`src/rtl/mcp3_pkg.sv`:
```
// Shared constants and helpers for the mcp3 tag scoreboard.
package mcp3_pkg;

    localparam int unsigned TAG_W_DEFAULT = 3;

    // Number of distinct tags addressable by a tag of width w.
    function automatic int unsigned num_tags(input int unsigned w);
        return 32'd1 << w;
    endfunction

endpackage

```
`src/rtl/mcp3_decoder_param.sv`:
```
// Combinational binary-to-one-hot decoder, IN_W bits in, 2**IN_W bits out.
module mcp3_decoder_param #(
    parameter int unsigned IN_W = 3
) (
    input  logic [IN_W-1:0]      i_bin,
    output logic [(2**IN_W)-1:0] o_onehot
);

    localparam int unsigned OUT_W = 2 ** IN_W;

    assign o_onehot = OUT_W'(1) << i_bin;

endmodule

```
`src/rtl/mcp3_tag_scoreboard.sv`:
```
// Pending-tag scoreboard with population count and sticky protocol errors.
// Optional error detection enabled by defining MCP3_TAG_SCOREBOARD_ERR_EN.
module mcp3_tag_scoreboard
    import mcp3_pkg::*;
#(
    parameter int unsigned TAG_W = TAG_W_DEFAULT,
    parameter int unsigned CNT_W = TAG_W + 1
) (
    input  logic                         clock,
    input  logic                         reset_n,
    input  logic                         set_valid,
    input  logic [TAG_W-1:0]             set_tag,
    input  logic                         clr_valid,
    input  logic [TAG_W-1:0]             clr_tag,
    input  logic                         clear_all,
    output logic [num_tags(TAG_W)-1:0]   set_onehot,
    output logic [num_tags(TAG_W)-1:0]   pending,
    output logic [CNT_W-1:0]             pend_count,
    output logic                         empty,
    output logic                         full,
    output logic                         err_dbl_set,
    output logic                         err_bad_clr
);

    localparam int unsigned NUM_TAGS = num_tags(TAG_W);

    logic [NUM_TAGS-1:0] w_set_dec;
    logic [NUM_TAGS-1:0] w_clr_dec;
    logic [NUM_TAGS-1:0] w_set_mask;
    logic [NUM_TAGS-1:0] w_clr_mask;
    logic [NUM_TAGS-1:0] w_pend_nxt;
    logic [CNT_W-1:0]    w_cnt_nxt;

    logic [NUM_TAGS-1:0] r_pend;
    logic [NUM_TAGS-1:0] r_onehot;
    logic [CNT_W-1:0]    r_cnt;

    mcp3_decoder_param #(.IN_W(TAG_W)) u_set_dec (
        .i_bin    (set_tag),
        .o_onehot (w_set_dec)
    );

    mcp3_decoder_param #(.IN_W(TAG_W)) u_clr_dec (
        .i_bin    (clr_tag),
        .o_onehot (w_clr_dec)
    );

    assign w_set_mask = w_set_dec & {NUM_TAGS{set_valid}};
    assign w_clr_mask = w_clr_dec & {NUM_TAGS{clr_valid}};

    // Clear is applied before set, so a same-cycle set/clear of one tag leaves it pending.
    always_comb begin
        w_pend_nxt = (r_pend & ~w_clr_mask) | w_set_mask;
        w_cnt_nxt  = '0;
        for (int unsigned i = 0; i < NUM_TAGS; i++) begin
            w_cnt_nxt = w_cnt_nxt + CNT_W'(w_pend_nxt[i]);
        end
    end

    always_ff @(posedge clock or negedge reset_n) begin
        if (!reset_n) begin
            r_pend   <= '0;
            r_onehot <= '0;
            r_cnt    <= '0;
        end else if (clear_all) begin
            r_pend   <= '0;
            r_onehot <= '0;
            r_cnt    <= '0;
        end else begin
            r_pend   <= w_pend_nxt;
            r_onehot <= w_set_mask;
            r_cnt    <= w_cnt_nxt;
        end
    end

    assign pending    = r_pend;
    assign set_onehot = r_onehot;
    assign pend_count = r_cnt;
    assign empty      = (r_cnt == '0);
    assign full       = (r_cnt == CNT_W'(NUM_TAGS));

`ifdef MCP3_TAG_SCOREBOARD_ERR_EN
    logic w_dbl_hit;
    logic w_bad_hit;
    logic r_err_dbl;
    logic r_err_bad;

    // A set paired with a same-cycle release of that tag is a legal reuse, not a double set.
    assign w_dbl_hit = set_valid && r_pend[set_tag] && !(clr_valid && (clr_tag == set_tag));
    assign w_bad_hit = clr_valid && !r_pend[clr_tag];

    always_ff @(posedge clock or negedge reset_n) begin
        if (!reset_n) begin
            r_err_dbl <= 1'b0;
            r_err_bad <= 1'b0;
        end else if (clear_all) begin
            r_err_dbl <= 1'b0;
            r_err_bad <= 1'b0;
        end else begin
            r_err_dbl <= r_err_dbl | w_dbl_hit;
            r_err_bad <= r_err_bad | w_bad_hit;
        end
    end

    assign err_dbl_set = r_err_dbl;
    assign err_bad_clr = r_err_bad;
`else
    assign err_dbl_set = 1'b0;
    assign err_bad_clr = 1'b0;
`endif

endmodule

```
`config.mk`:
```
export PLATFORM = sky130hd
export DESIGN_NAME = mcp3_tag_scoreboard
export DESIGN_NICKNAME = d
export VERILOG_FILES = /design/src/rtl/mcp3_pkg.sv /design/src/rtl/mcp3_decoder_param.sv /design/src/rtl/mcp3_tag_scoreboard.sv
export SDC_FILE = /design/constraint.sdc
export NUM_CORES = 1
export LEC_CHECK = 0
export BUFFER_PORTS_ARGS = -buffer_cell sky130_fd_sc_hd__buf_2
export CAP_MARGIN = 0
export CORE_MARGIN = 1.5
export CORE_UTILIZATION = 55
export CTS_BUF_LIST = sky130_fd_sc_hd__clkbuf_4 sky130_fd_sc_hd__clkbuf_8
export DETAILED_ROUTE_END_ITERATION = 10
export PLACE_DENSITY = 0.91
export SLEW_MARGIN = 20
export SYNTH_ARGS = -nofsm -noshare
export SYNTH_HDL_FRONTEND = slang
export SYNTH_HIERARCHICAL = 1
export SYNTH_SLANG_ARGS = --single-unit
```
`constraint.sdc`:
```
create_clock -name clock -period 8.5 [get_ports clock]
set_clock_uncertainty 0.05 [all_clocks]
set_input_delay 1.7 -clock clock [delete_from_list [all_inputs] [get_ports clock]]
set_output_delay 1.7 -clock clock [all_outputs]
set_load 0.02 [all_outputs]
```
# == Yosys cells after proc, flatten, opt, wreduce, memory -nomap -nowiden ==
# Index checks and enable logic that the tools add are counted.
# word_totals
word_cells,22
register_bits,20
in_bits,11
out_inout_bits,24
# op_classes
bitwise_logic,5
n_eq_ne,1
n_mux,3
n_shift,2
n_reduce_logical,1
n_addsub,7
# op_table
op,n
AND 8 bit,3
adder 4 x 1 -> 4 bit,4
two-way mux 8 bit,2
"left shift 1 x 3 -> 8 bit, first input constant",2
inverter 8 bit,1
bitwise OR 8 bit,1
adder 3 x 1 -> 4 bit,1
"== test 4 bit, second input constant",1
logical NOT 4 bit,1
two-way mux 4 bit,1
adder 2 x 1 -> 3 bit,1
adder 1 x 1 -> 2 bit,1

# == Longest topological paths before layout ==
# depth
depth_word,13
ltp_mapped,12
depth_no_buf,12

# == Hierarchy ==
# Netlist, hierarchy kept.
# by_module_without_submodules
module,area_per_inst_um2,cells_per_inst,n_inst,seq_area_each_um2
mcp3_tag_scoreboard,963.4,88,1,500.5
mcp3_decoder_param,65.1,8,2,0.0

# == Worst setup path before layout ==
# OpenSTA, ideal clock, no wires.
# synth_path
kind,input to register
from,in clr_tag[0]
to,"reg r_cnt[2], in the netlist pend_count[2]"
setup_time_ps,121
required_ps,8329
t_arrival_ps,4436
path_buffers,0
path_slack_ps,3893
cell_stages,12
cell_sequence,and3b_2 > a21bo_1 > and2_1 > fa_1 > fa_1 > fa_1 > inv_1 > ha_1 > inv_1 > fa_1 > xor2_1 > nor2_1
# synth_via
elab_chain_len,13
# synth_lines
element,line,source
start: declaration,mcp3_tag_scoreboard.sv:14,"input logic [TAG_W-1:0] clr_tag,"
left shift 1 x 3 -> 8 bit *,mcp3_decoder_param.sv:11,assign o_onehot = OUT_W'(1) << i_bin;
AND 8 bit *,mcp3_tag_scoreboard.sv:49,assign w_clr_mask = w_clr_dec & {NUM_TAGS{clr_valid}};
inverter 8 bit *,mcp3_tag_scoreboard.sv:53,w_pend_nxt = (r_pend & ~w_clr_mask) | w_set_mask;
AND 8 bit *,mcp3_tag_scoreboard.sv:53,
bitwise OR 8 bit *,mcp3_tag_scoreboard.sv:53,
adder 1 x 1 -> 2 bit,mcp3_tag_scoreboard.sv:56,w_cnt_nxt = w_cnt_nxt + CNT_W'(w_pend_nxt[i]);
adder 2 x 1 -> 3 bit,mcp3_tag_scoreboard.sv:56,
adder 3 x 1 -> 4 bit,mcp3_tag_scoreboard.sv:56,
adder 4 x 1 -> 4 bit (3 in series),mcp3_tag_scoreboard.sv:56,
adder 4 x 1 -> 4 bit *,mcp3_tag_scoreboard.sv:56,
two-way mux 4 bit *,mcp3_tag_scoreboard.sv:65,end else if (clear_all) begin
end signal: assignment,mcp3_tag_scoreboard.sv:72,r_cnt <= w_cnt_nxt;
end: declaration,mcp3_tag_scoreboard.sv:36,logic [CNT_W-1:0] r_cnt;
# Every way passes the cells marked *; elsewhere a longest branch is shown, timed or not.

# == Final worst setup path ==
# layout_path
from,in clr_tag[2]
to,"reg r_cnt[2], in the netlist pend_count[2]"
# layout_via
word_cells_on_any_way,13
cone_classes,7 x add/sub; 1 x shift; 1 x mux; 4 x bitwise
# layout_lines
element,line,source
left shift 1 x 3 -> 8 bit,mcp3_decoder_param.sv:11,
via w_clr_dec[3],mcp3_tag_scoreboard.sv:28,logic [NUM_TAGS-1:0] w_clr_dec;
AND 8 bit,mcp3_tag_scoreboard.sv:49,
inverter 8 bit,mcp3_tag_scoreboard.sv:53,
AND 8 bit,mcp3_tag_scoreboard.sv:53,
bitwise OR 8 bit,mcp3_tag_scoreboard.sv:53,
adder 3 x 1 -> 4 bit,mcp3_tag_scoreboard.sv:56,
adder 4 x 1 -> 4 bit (4 in series),mcp3_tag_scoreboard.sv:56,
two-way mux 4 bit,mcp3_tag_scoreboard.sv:65,
# The timed path passes the listed nets, and every way through them passes these cells.

==> results.tsv <==
metric	value	unit
Gates resized, CTS repair	0	
total inserted antenna cells	0	
CTS tree	done	
yosys synthesis warning count	6	
Skew-Pair Late Insertion Delay	0.30	ns
leading cell type in the layout, fill and taps excluded	sky130_fd_sc_hd__buf_2	
Final Cycle Share	54.3	%
Slowest cell on crit path	sky130_fd_sc_hd__fa_1	
vias per std cell	5.14	
Setup TNS	0	ns
Remaining Overflow, GRT	0	
Tightest Hold Check Type	register to register	
CTS clk-pin slew, worst paths	0.11	ns
Final HPWL DP	1520	um
via count of the first global-routing pass	726	
nature of the critical path startpoint	input port	
most frequent cell on the critical path	sky130_fd_sc_hd__fa_1	
maximum number of pins on one net before global-route repair	21	
Routed WL	2010	um
Mapped Cells	104	
critical path capture point type	register	
ports placed on the boundary	35	
leading cell types in the layout, fill and taps excluded	sky130_fd_sc_hd__buf_2 (32), sky130_fd_sc_hd__dfrtp_1 (20), sky130_fd_sc_hd__nor2_1 (10)	
number of nets in the final layout	154	
portion of total power attributed to combinational logic	21.4	%
Post-Syn Area	1090	um^2
CTS Hold Bufs	0	
Final Setup Violations	0	
Final Slew Violations	0	
critical path start-end classification	input port to register	
min cycle time layout	4.61	ns
maximum fanout count along the critical path	8	
total internal power	0.000141	W
mean area per synthesized cell	10.5	um^2
minimum setup slack in the final design	3.89	ns
Unique masters post-synth	21	
part of the Yosys area used for sequential elements	45.8	%
aggregate global-route resource usage	20.4	%
leakage power of the design	0.702	nW
TritonCTS Buffers	3	
sequential cell fraction of total power	51.4	%
antenna violations before repair	0	
Detailed Routing Iterations Pass 1	4	
final weighted congestion in routability-driven placement	0.852	
via count	823	
starting density of the core	60.7	%
required time worst endpoint	8.63	ns
number of violations of the max-capacitance limit	0	
switching power share of the total	28.3	%
clock tree root driver cell	sky130_fd_sc_hd__clkbuf_4	
Longest Clk Path Bufs	2	
arrival time of the worst setup path	4.75	ns
result of the run	complete, no violations	
global-route wire length before repair	3210	um
clk sinks	20	
placeable core area	1800	um^2
Port Buffer Count	32	
synthesis-to-layout area growth	17.4	%
placement row count	15	
share of cells above drive strength 1	32.6	%
Largest stage delay, worst path	0.53	ns
final routed DRC violation total	0	
power dissipated by switching net loads	0.0000556	W
Post-CTS Setup Inserts	0	
f_max	217	MHz
Die Y-Extent	47.6	um
DIE WIDTH	47.6	um
ANT nets after route	0	
WL/cell	12.6	um
worst path cell trace	buf_2 -> and3b_2 -> a21bo_1 -> and2_1 -> fa_1 -> fa_1 -> fa_1 -> inv_1 -> ha_1 -> inv_1 -> fa_1 -> xor2_1 -> nor2_1	
cell area power density	153	nW/um^2
fill cell instance count of the final layout	133	
RSZ-0062 raised after global routing	no	
cell family with most CP delay	adder cells	
pre-CTS worst setup slack	3.63	ns
Worst IR Drop VDD	0.0000845	V
DRC marker count from the first detailed-route iteration	29	
Clock power frac	27.2	%
CP bufs+invs	3	
htree depth	1	
final hold violations	0	
overall die area	2260	um^2
register bit total from synthesis	20	
## layout make-up
class | count | area [um^2] | area share [%]
flip-flops and latches | 20 | 500 | 39.0
well taps | 25 | 31.3 | 2.44
multi-input cells | 73 | 533 | 41.5
inverters | 6 | 22.5 | 1.75
clock buffers | 4 | 36.3 | 2.83
repair buffers | 32 | 160 | 12.5
## kinds of logic after synthesis
kind of cell | share of synthesized area (%)
flops | 45.8
compound gates | 11.4
xor+xnor | 0.801
fa+ha+maj | 10.8
simple gates | 25.1
buf+inv | 5.83
other cells | 0.343
## tightest hold or removal path, cell delays in order (launching register included)
cell and delay, ns:
sky130_fd_sc_hd__dfrtp_1 0.38, sky130_fd_sc_hd__a21bo_1 0.19, sky130_fd_sc_hd__a21oi_1 0.06
## flip-flops by register name (all words and copies together) (netlist names)
register and count:
pending 8, set_onehot 8, pend_count 4
## through the flow
stage	util, %	cell area (um^2)	hold WS, ns	std cells	power, W
2_1_floorplan	-	1100	0.688	105	0.000131
3_3_place_gp	69.2	1250	0.596	156	0.000143
3_5_place_dp	69.2	1250	0.593	156	0.000145
4_1_cts	71.3	1280	0.608	160	0.000199
5_1_grt	71.3	1280	0.640	160	0.000208
6_report	71.3	1280	0.606	160	0.000197
## cell usage after synthesis, drive strengths merged
library cell | number | share of area (%)
dfrtp | 20 | 46
and3b | 6 | 5.5
nor3 | 2 | 0.92
and2 | 7 | 4.0
nor4b | 1 | 0.80
xor2 | 1 | 0.80
buf | 6 | 3.8
and3 | 2 | 1.4
conb | 1 | 0.34
nor3b | 7 | 4.8
nor4 | 1 | 0.57
nand2 | 9 | 3.1
a21bo | 8 | 7.3
nor2 | 10 | 3.4
fa | 4 | 7.3
nor2b | 1 | 0.57
inv | 6 | 2.1
a21oi | 9 | 4.1
ha | 3 | 3.4
## path summary, 6_finish.rpt
| check | from | to | slack (ns) | depth (start not counted) |
|---|---|---|---|---|
| max in group asynchronous | reset_n | pending[4] | 6.84 | 1 |
| worst max-delay path | clr_tag[2] | pend_count[2] | 3.89 | 13 |
| min in group asynchronous | reset_n | pending[7] | 1.27 | 1 |
| worst min-delay path | pending[1] | pending[1] | 0.61 | 2 |
| worst min register to register | pending[1] | pending[1] | 0.61 | 2 |
| worst max register to register | pending[0] | pend_count[2] | 5.21 | 11 |
## metal layers
metal | share of wire, % | vias to the layer above | track usage [%]
li1 | - | 407 | -
met1 | 43 | 369 | 30.2
met2 | 46 | 40 | 29.7
met3 | 7.6 | 7 | 1.13
met4 | 2.7 | 0 | 11.4
met5 | 0 | - | 0
## power by group through the flow
| stage | logic, W | clock network [W] | registers [W] |
|---|---|---|---|
| 3_5_place_dp | 0.0000417 | 0 | 0.000103 |
| 5_1_grt | 0.0000467 | 0.0000601 | 0.000101 |
| 6_report | 0.0000420 | 0.0000535 | 0.000101 |
| 3_3_place_gp | 0.0000409 | 0 | 0.000102 |
| 4_1_cts | 0.0000425 | 0.0000551 | 0.000101 |
| 2_1_floorplan | 0.0000237 | 0 | 0.000107 |
No activity file was read; power rests on OpenSTA's default activity.
